--- src/rtl/uart_cmd_parser.sv ---
// Byte-command parser between the UART and a 256 x 8 RAM: 'W' addr data writes, 'R' addr reads back one byte.
// Optional macro UART_CMD_ACK_EN adds a 'K' transmit acknowledge after every write.
module uart_cmd_parser #(
    parameter int TIMEOUT_CYCLES = 100000
) (
    input  logic       clk,
    input  logic       rst_n,
    input  logic [7:0] rx_data,
    input  logic       rx_valid,
    output logic [7:0] tx_data,
    output logic       tx_valid,
    input  logic       tx_ready,
    output logic       ram_write_en,
    output logic       ram_read_strobe,
    output logic [7:0] ram_addr,
    output logic [7:0] ram_write_data,
    input  logic [7:0] ram_read_data,
    output logic       busy,
    output logic       err,
    output logic [2:0] state_dbg
);

    // Transmit handshake: a byte transfers in any cycle with tx_valid && tx_ready; while tx_valid
    // is high and tx_ready low, tx_data is held stable. rx_valid is a one-cycle pulse with no backpressure.

    localparam int CNT_W = (TIMEOUT_CYCLES > 0) ? $clog2(TIMEOUT_CYCLES + 1) : 1;
    localparam logic [CNT_W-1:0] CNT_MAX = CNT_W'(TIMEOUT_CYCLES);

    localparam logic [7:0] OP_WRITE = 8'h57;
    localparam logic [7:0] OP_READ  = 8'h52;

    localparam logic [2:0] S_IDLE      = 3'd0;
    localparam logic [2:0] S_GET_ADDR  = 3'd1;
    localparam logic [2:0] S_GET_DATA  = 3'd2;
    localparam logic [2:0] S_DO_WRITE  = 3'd3;
    localparam logic [2:0] S_DO_READ   = 3'd4;
    localparam logic [2:0] S_READ_WAIT = 3'd5;
    localparam logic [2:0] S_SEND      = 3'd6;
`ifdef UART_CMD_ACK_EN
    localparam logic [2:0] S_SEND_ACK  = 3'd7;
    localparam logic [7:0] ACK_BYTE    = 8'h4B;
`endif

    logic [2:0]       state;
    logic [2:0]       state_nx;
    logic             is_write;
    logic [CNT_W-1:0] tmo_cnt;
    logic             in_get;
    logic             timeout_hit;
    logic             bad_opcode;

    assign in_get      = (state == S_GET_ADDR) || (state == S_GET_DATA);
    // A byte arriving in the expiry cycle wins over the timeout.
    assign timeout_hit = (TIMEOUT_CYCLES != 0) && in_get && !rx_valid && (tmo_cnt == CNT_MAX);
    assign bad_opcode  = (state == S_IDLE) && rx_valid && (rx_data != OP_WRITE) && (rx_data != OP_READ);

    always_comb begin
        state_nx = state;
        case (state)
            S_IDLE: begin
                if (rx_valid && ((rx_data == OP_WRITE) || (rx_data == OP_READ))) begin
                    state_nx = S_GET_ADDR;
                end
            end
            S_GET_ADDR: begin
                if (rx_valid) begin
                    state_nx = is_write ? S_GET_DATA : S_DO_READ;
                end else if (timeout_hit) begin
                    state_nx = S_IDLE;
                end
            end
            S_GET_DATA: begin
                if (rx_valid) begin
                    state_nx = S_DO_WRITE;
                end else if (timeout_hit) begin
                    state_nx = S_IDLE;
                end
            end
`ifdef UART_CMD_ACK_EN
            S_DO_WRITE:  state_nx = S_SEND_ACK;
            S_SEND_ACK:  state_nx = tx_ready ? S_IDLE : S_SEND_ACK;
`else
            S_DO_WRITE:  state_nx = S_IDLE;
`endif
            S_DO_READ:   state_nx = S_READ_WAIT;
            S_READ_WAIT: state_nx = S_SEND;
            S_SEND:      state_nx = tx_ready ? S_IDLE : S_SEND;
            default:     state_nx = S_IDLE;
        endcase
    end

    always_ff @(posedge clk or negedge rst_n) begin
        if (!rst_n) begin
            state          <= S_IDLE;
            is_write       <= 1'b0;
            tmo_cnt        <= '0;
            ram_addr       <= 8'h00;
            ram_write_data <= 8'h00;
            tx_data        <= 8'h00;
            err            <= 1'b0;
        end else begin
            state <= state_nx;
            err   <= bad_opcode || timeout_hit;

            if (!in_get || rx_valid) begin
                tmo_cnt <= '0;
            end else if (tmo_cnt != CNT_MAX) begin
                tmo_cnt <= tmo_cnt + CNT_W'(1);
            end

            if ((state == S_IDLE) && rx_valid) begin
                is_write <= (rx_data == OP_WRITE);
            end
            if ((state == S_GET_ADDR) && rx_valid) begin
                ram_addr <= rx_data;
            end
            if ((state == S_GET_DATA) && rx_valid) begin
                ram_write_data <= rx_data;
            end
            if (state == S_READ_WAIT) begin
                tx_data <= ram_read_data;
            end
`ifdef UART_CMD_ACK_EN
            if (state == S_DO_WRITE) begin
                tx_data <= ACK_BYTE;
            end
`endif
        end
    end

    // Strobes decode straight from state so an asynchronous reset kills a pending write at once.
    assign ram_write_en    = (state == S_DO_WRITE);
    assign ram_read_strobe = (state == S_DO_READ);
`ifdef UART_CMD_ACK_EN
    assign tx_valid        = (state == S_SEND) || (state == S_SEND_ACK);
`else
    assign tx_valid        = (state == S_SEND);
`endif
    assign busy            = (state != S_IDLE);
    assign state_dbg       = state;

endmodule

--- config.mk ---
export PLATFORM = sky130hd
export DESIGN_NAME = uart_cmd_parser
export DESIGN_NICKNAME = d
export VERILOG_FILES = /design/src/rtl/uart_cmd_parser.sv
export SDC_FILE = /design/constraint.sdc
export NUM_CORES = 1
export LEC_CHECK = 0
export CORE_UTILIZATION = 49
export CTS_CLUSTER_DIAMETER = 150
export DETAILED_ROUTE_END_ITERATION = 10
export PLACE_DENSITY = 0.79
export SETUP_SLACK_MARGIN = 0.5
export SYNTH_ARGS = -nofsm -noshare
export SYNTH_HDL_FRONTEND = slang
export SYNTH_SLANG_ARGS = --single-unit
--- constraint.sdc ---
create_clock -name clk -period 2.46 [get_ports clk]
set_clock_uncertainty 0.05 [all_clocks]
set_input_delay 0.369 -clock clk [delete_from_list [all_inputs] [get_ports clk]]
set_output_delay 0.369 -clock clk [all_outputs]
set_load 0.05 [all_outputs]
After elaboration in Yosys (flattened, before gate mapping)
Cells that the tools add are included.
{"block": "word_totals", "regBits": 46, "out_inout_bits": 32, "ram_bits": 0, "word_cells": 47, "input_bits": 20, "rom_bits": 0, "latch_bits": 0, "memories": 0}
{"block": "classes", "add_sub_neg": 1, "magnitude_cmp": 0, "multipliers": 0, "n_shift": 0, "div_mod_pow": 0, "reduce_logical": 17, "eq_ne": 13, "bitwise_logic": 0, "muxes": 9}
{"op": "2-to-1 mux 17 bit", "count": 2}
{"op": "2-to-1 mux 3 bit", "count": 6}
{"op": "one-hot mux 3 bit (6 select lines)", "count": 1}
{"op": "adder 17 x 1 -> 17 bit, second input constant", "count": 1}
{"op": "equality test 17 bit, second input constant", "count": 1}
{"op": "inequality test 17 bit, second input constant", "count": 1}
{"op": "equality test 8 x 7 -> 1 bit, second input constant", "count": 2}
{"op": "inequality test 8 x 7 -> 1 bit, second input constant", "count": 2}
{"op": "equality test 3 bit, second input constant", "count": 3}
{"op": "logical AND 1 bit", "count": 8}
{"op": "equality test 3 x 2 -> 1 bit, second input constant", "count": 2}
{"op": "logical OR 1 bit", "count": 4}
{"op": "equality test 3 x 1 -> 1 bit, second input constant", "count": 1}
{"op": "zero test 3 bit", "count": 1}
{"op": "nonzero test 3 bit", "count": 1}
{"op": "zero test 1 bit", "count": 2}
{"op": "inequality test 2 bit, second input constant", "count": 1}
{"op": "nonzero test 2 bit", "count": 1}

Depth between registers and ports, before layout
{"block": "logic_depth", "word_depth": 7, "depth_mapped": 6, "ltp_nobuf": 6}

Least setup slack after synthesis
Ideal clock, no wire load.
{"block": "synth_timing", "path_type": "reg-to-output", "from": "register state[2], in the netlist state_dbg[2]", "to": "output port ram_read_strobe", "path_buffers": 1, "stages_incl_launch_ff": 4, "arrival_ns": 1.716, "path_slack_ns": 0.325, "required_time_ns": 2.041, "path_cell_list": "dfrtp_1 > clkbuf_1 > nand2b_1 > nor2_1"}
{"block": "synth_between", "elab_chain_len": 1}
{"element": "start, declared", "line": "44", "text": "logic [2:0] state;"}
{"element": "start signal, assigned", "line": "102", "text": "state <= state_nx;"}
{"element": "equality test 3 bit", "line": "133", "text": "assign ram_read_strobe = (state == S_DO_READ);"}
{"element": "end, declared", "line": "14", "text": "output logic ram_read_strobe,"}
No other way between the ends.

Final worst setup path
{"block": "layout_timing", "from": "register state[2], in the netlist state_dbg[2]", "to": "output port busy"}
{"block": "layout_between", "elab_chain_len": 1}
{"element": "nonzero test 3 bit", "line": "139", "text": "assign busy = (state != S_IDLE);"}
{"element": "end, declared", "line": "18", "text": "output logic busy,"}
No other way between the ends.

==> run metrics <==
Max VDD drop 879 µV; CTS tree done; cells along the critical path nor3_1 -> inv_1 -> clkdlybuf4s15_2; status complete, but fails checks; slowest stage delay, CP 510 ps; vias in the first global route 1,524; Final Non-Filler Cells 296; row count 23; Reg clk slew, reported paths 90 ps; failing checks hold timing; Synth warnings 0; Synth cell types 40; Fmax achieved 520 MHz; fraction of layout cells with a size suffix above 1 0.171; setup TNS 0 ps; # port buffers 51; hold-fix buffers at CTS 0; Initial Utilization 0.523; largest net degree at the start of global routing 25; Avg Vias per Cell 5.41; Mapped Avg Cell Area 11.7 µm²; Routed WL 4.40 mm; final hold viol count 21; buffers and inverters on the worst path 2; dpl hpwl 3.10 mm; Pwr per Cell Area 1270 nW/µm²; Worst Setup Path Type flop to primary output; most frequent cells in the layout dfrtp_1 (44), clkdlybuf4s50_1 (42), nor2_1 (21), mux2_1 (16), nand2_1 (10); CP Data Arrival Time 1500 ps; DRC viols 0; Num CTS Buffers 5; GR Overflow Total 0; Final Critical Period 1920 ps; worst flop-to-flop path endpoint state_dbg[0]; drt pass-1 iters 4; Layout area overhead 35.6%; RePlAce Congestion 0.809; initial antenna violation count 0; Detail Route Antenna Nets 0; DRT iter0 DRCs 144; antenna cell count 0; Clk Latency, worst-skew pair 300 ps; Max-Cap Viols 0; CP delay by family, top flip-flops; Hold Crit Class input port to asynchronous set/reset pin; Worst Setup Slack, final 538 ps; RSZ-0062 raised after global routing yes; Layout Utilization 0.710; Reg-to-Reg Start tmo_cnt[6]; syn_nets 206; CTS Buffer Depth 2; part of the cycle the worst path needs 0.781; top fanout value on the critical path 12; dpl ws 458 ps; H-tree depth 2; Chip Height 68.3 µm; register area share after synthesis 0.535; die area 4660 µm²; Worst EP required 2040 ps; Synth Register Bits 46; final net count 267; Post-Syn Area 2150 µm²; crit end category primary output; Sink Count 46; root buf cell clkbuf_8; most common cell after layout, fill and taps aside dfrtp_1; CORE AREA 4120 µm²; Wirelength per Cell 14.9 µm; worst-case reg-to-reg path depth 4; placed cells 283; global-route wire length before repair 7.15 mm; Die Wd 68.3 µm; Slowest-stage cell, CP dfrtp_1; Leak Pwr 1.21 nW; Via Count 1,600; Tightest Pin Transition 737 ps; Total GRT Usage 0.213; Syn Inst Count 184; IO Count 52; R2R Setup Slk 600 ps; worst hold margin -8.87 ps; crit path launch type flop; final setup fails 0; Slew HR 0.509; max-slew violation count 0
-- layout make-up --
class,instances,area [µm²]
flip-flops and latches,46,1150
repair buffers,59,566
fillers,301,1190
inverters,6,22.5
clock buffers,6,82.6
clock inverters,2,60.1
multi-input cells,127,973
well taps,50,62.6
-- worst max path at each step --
| stage | start | end | slack [ps] | cells after the start |
|---|---|---|---|---|
| final | state_dbg[2] | busy | 540 | 3 |
| after global placement | state_dbg[2] | ram_read_strobe | 470 | 3 |
| after global routing | state_dbg[2] | busy | 420 | 3 |
| after floorplan | state_dbg[2] | ram_read_strobe | 520 | 3 |
| after CTS | state_dbg[2] | ram_read_strobe | 390 | 3 |
| after detailed placement | state_dbg[2] | ram_read_strobe | 460 | 3 |
-- report_power, final --
group / switching [mW] / total [mW] / internal, mW / leakage, nW
clock: 0.254 / 0.687 / 0.433 / 0.0714
sequential: 0.165 / 1.15 / 0.989 / 0.586
combinational: 1.23 / 1.87 / 0.642 / 0.556
total: 1.65 / 3.71 / 2.06 / 1.21
-- cells by family (layout without fill, tap and decap cells) --
kind of cell,after synthesis,count (layout),synth area share
AND/OR/NAND/NOR,74,74,0.207
flip-flops,46,46,0.535
adder cells (fa/ha/maj),2,2,0.0116
AO/OA/AOI/OAI,11,11,0.0354
XOR/XNOR,14,14,0.0569
multiplexers,26,26,0.135
buffers and inverters,11,73,0.0198
-- cell usage after synthesis --
| library cell | instances | area, µm² |
|---|---|---|
| and4_1 | 1 | 8.76 |
| mux2_1 | 16 | 180 |
| dfrtp_1 | 46 | 1150 |
| nand2_1 | 10 | 37.5 |
| and4b_1 | 1 | 10.0 |
| nor4_1 | 5 | 31.3 |
| xor2_1 | 5 | 43.8 |
| o31ai_1 | 1 | 7.51 |
| nand4_1 | 5 | 31.3 |
| buf_2 | 1 | 5.00 |
| nor2b_1 | 3 | 18.8 |
| o21ai_0 | 2 | 10.0 |
| nand3_1 | 6 | 30.0 |
| clkbuf_1 | 4 | 15.0 |
| mux2_2 | 8 | 90.1 |
| nor3_1 | 5 | 25.0 |
| mux2i_1 | 2 | 20.0 |
| nand2b_1 | 3 | 18.8 |
| ha_1 | 2 | 25.0 |
| and3_1 | 1 | 6.26 |
| o21ai_2 | 1 | 8.76 |
| or3_1 | 1 | 6.26 |
| nand4_4 | 1 | 21.3 |
| xnor2_1 | 9 | 78.8 |
| nor3_2 | 1 | 10.0 |
| nor4b_4 | 2 | 47.6 |
| a32o_1 | 1 | 10.0 |
| o21a_1 | 1 | 7.51 |
| nand3b_1 | 1 | 7.51 |
| nor3b_2 | 1 | 12.5 |
| o22ai_1 | 2 | 12.5 |
| and2_1 | 1 | 6.26 |
| or4_1 | 1 | 7.51 |
| inv_1 | 6 | 22.5 |
| a21oi_1 | 1 | 5.00 |
| a31oi_1 | 1 | 6.26 |
| nor2_1 | 23 | 86.3 |
| and4bb_1 | 1 | 12.5 |
| a211o_1 | 1 | 8.76 |
| nor4bb_1 | 1 | 10.0 |
-- flip-flops by register name (all words and copies together), names as in the netlist --
register and flops:
ram_addr 8, err 1, tx_data 8, ram_write_data 8, tmo_cnt 17, state_dbg 3
is_write 1
-- stage by stage --
stage | power, mW | area, µm²
after CTS | 3.73 | 2880
after floorplan | 2.41 | 2160
after global placement | 3.04 | 2740
final | 3.71 | 2920
after global routing | 3.89 | 2920
after detailed placement | 3.06 | 2740
-- repair_timing --
item | in CTS | in global routing
pin swaps | 0 | 0
gates resized for setup | 8 | 8
setup endpoints to repair | 6 | 15
buffers inserted | 0 | 5
-- metal layers --
metal / track usage / share of wire
met2: 0.314 / 0.49
met4: 0.117 / 0.019
met5: 0 / 0
met3: 0.0517 / 0.047
met1: 0.285 / 0.45
Power figures use the tool's default switching activity.
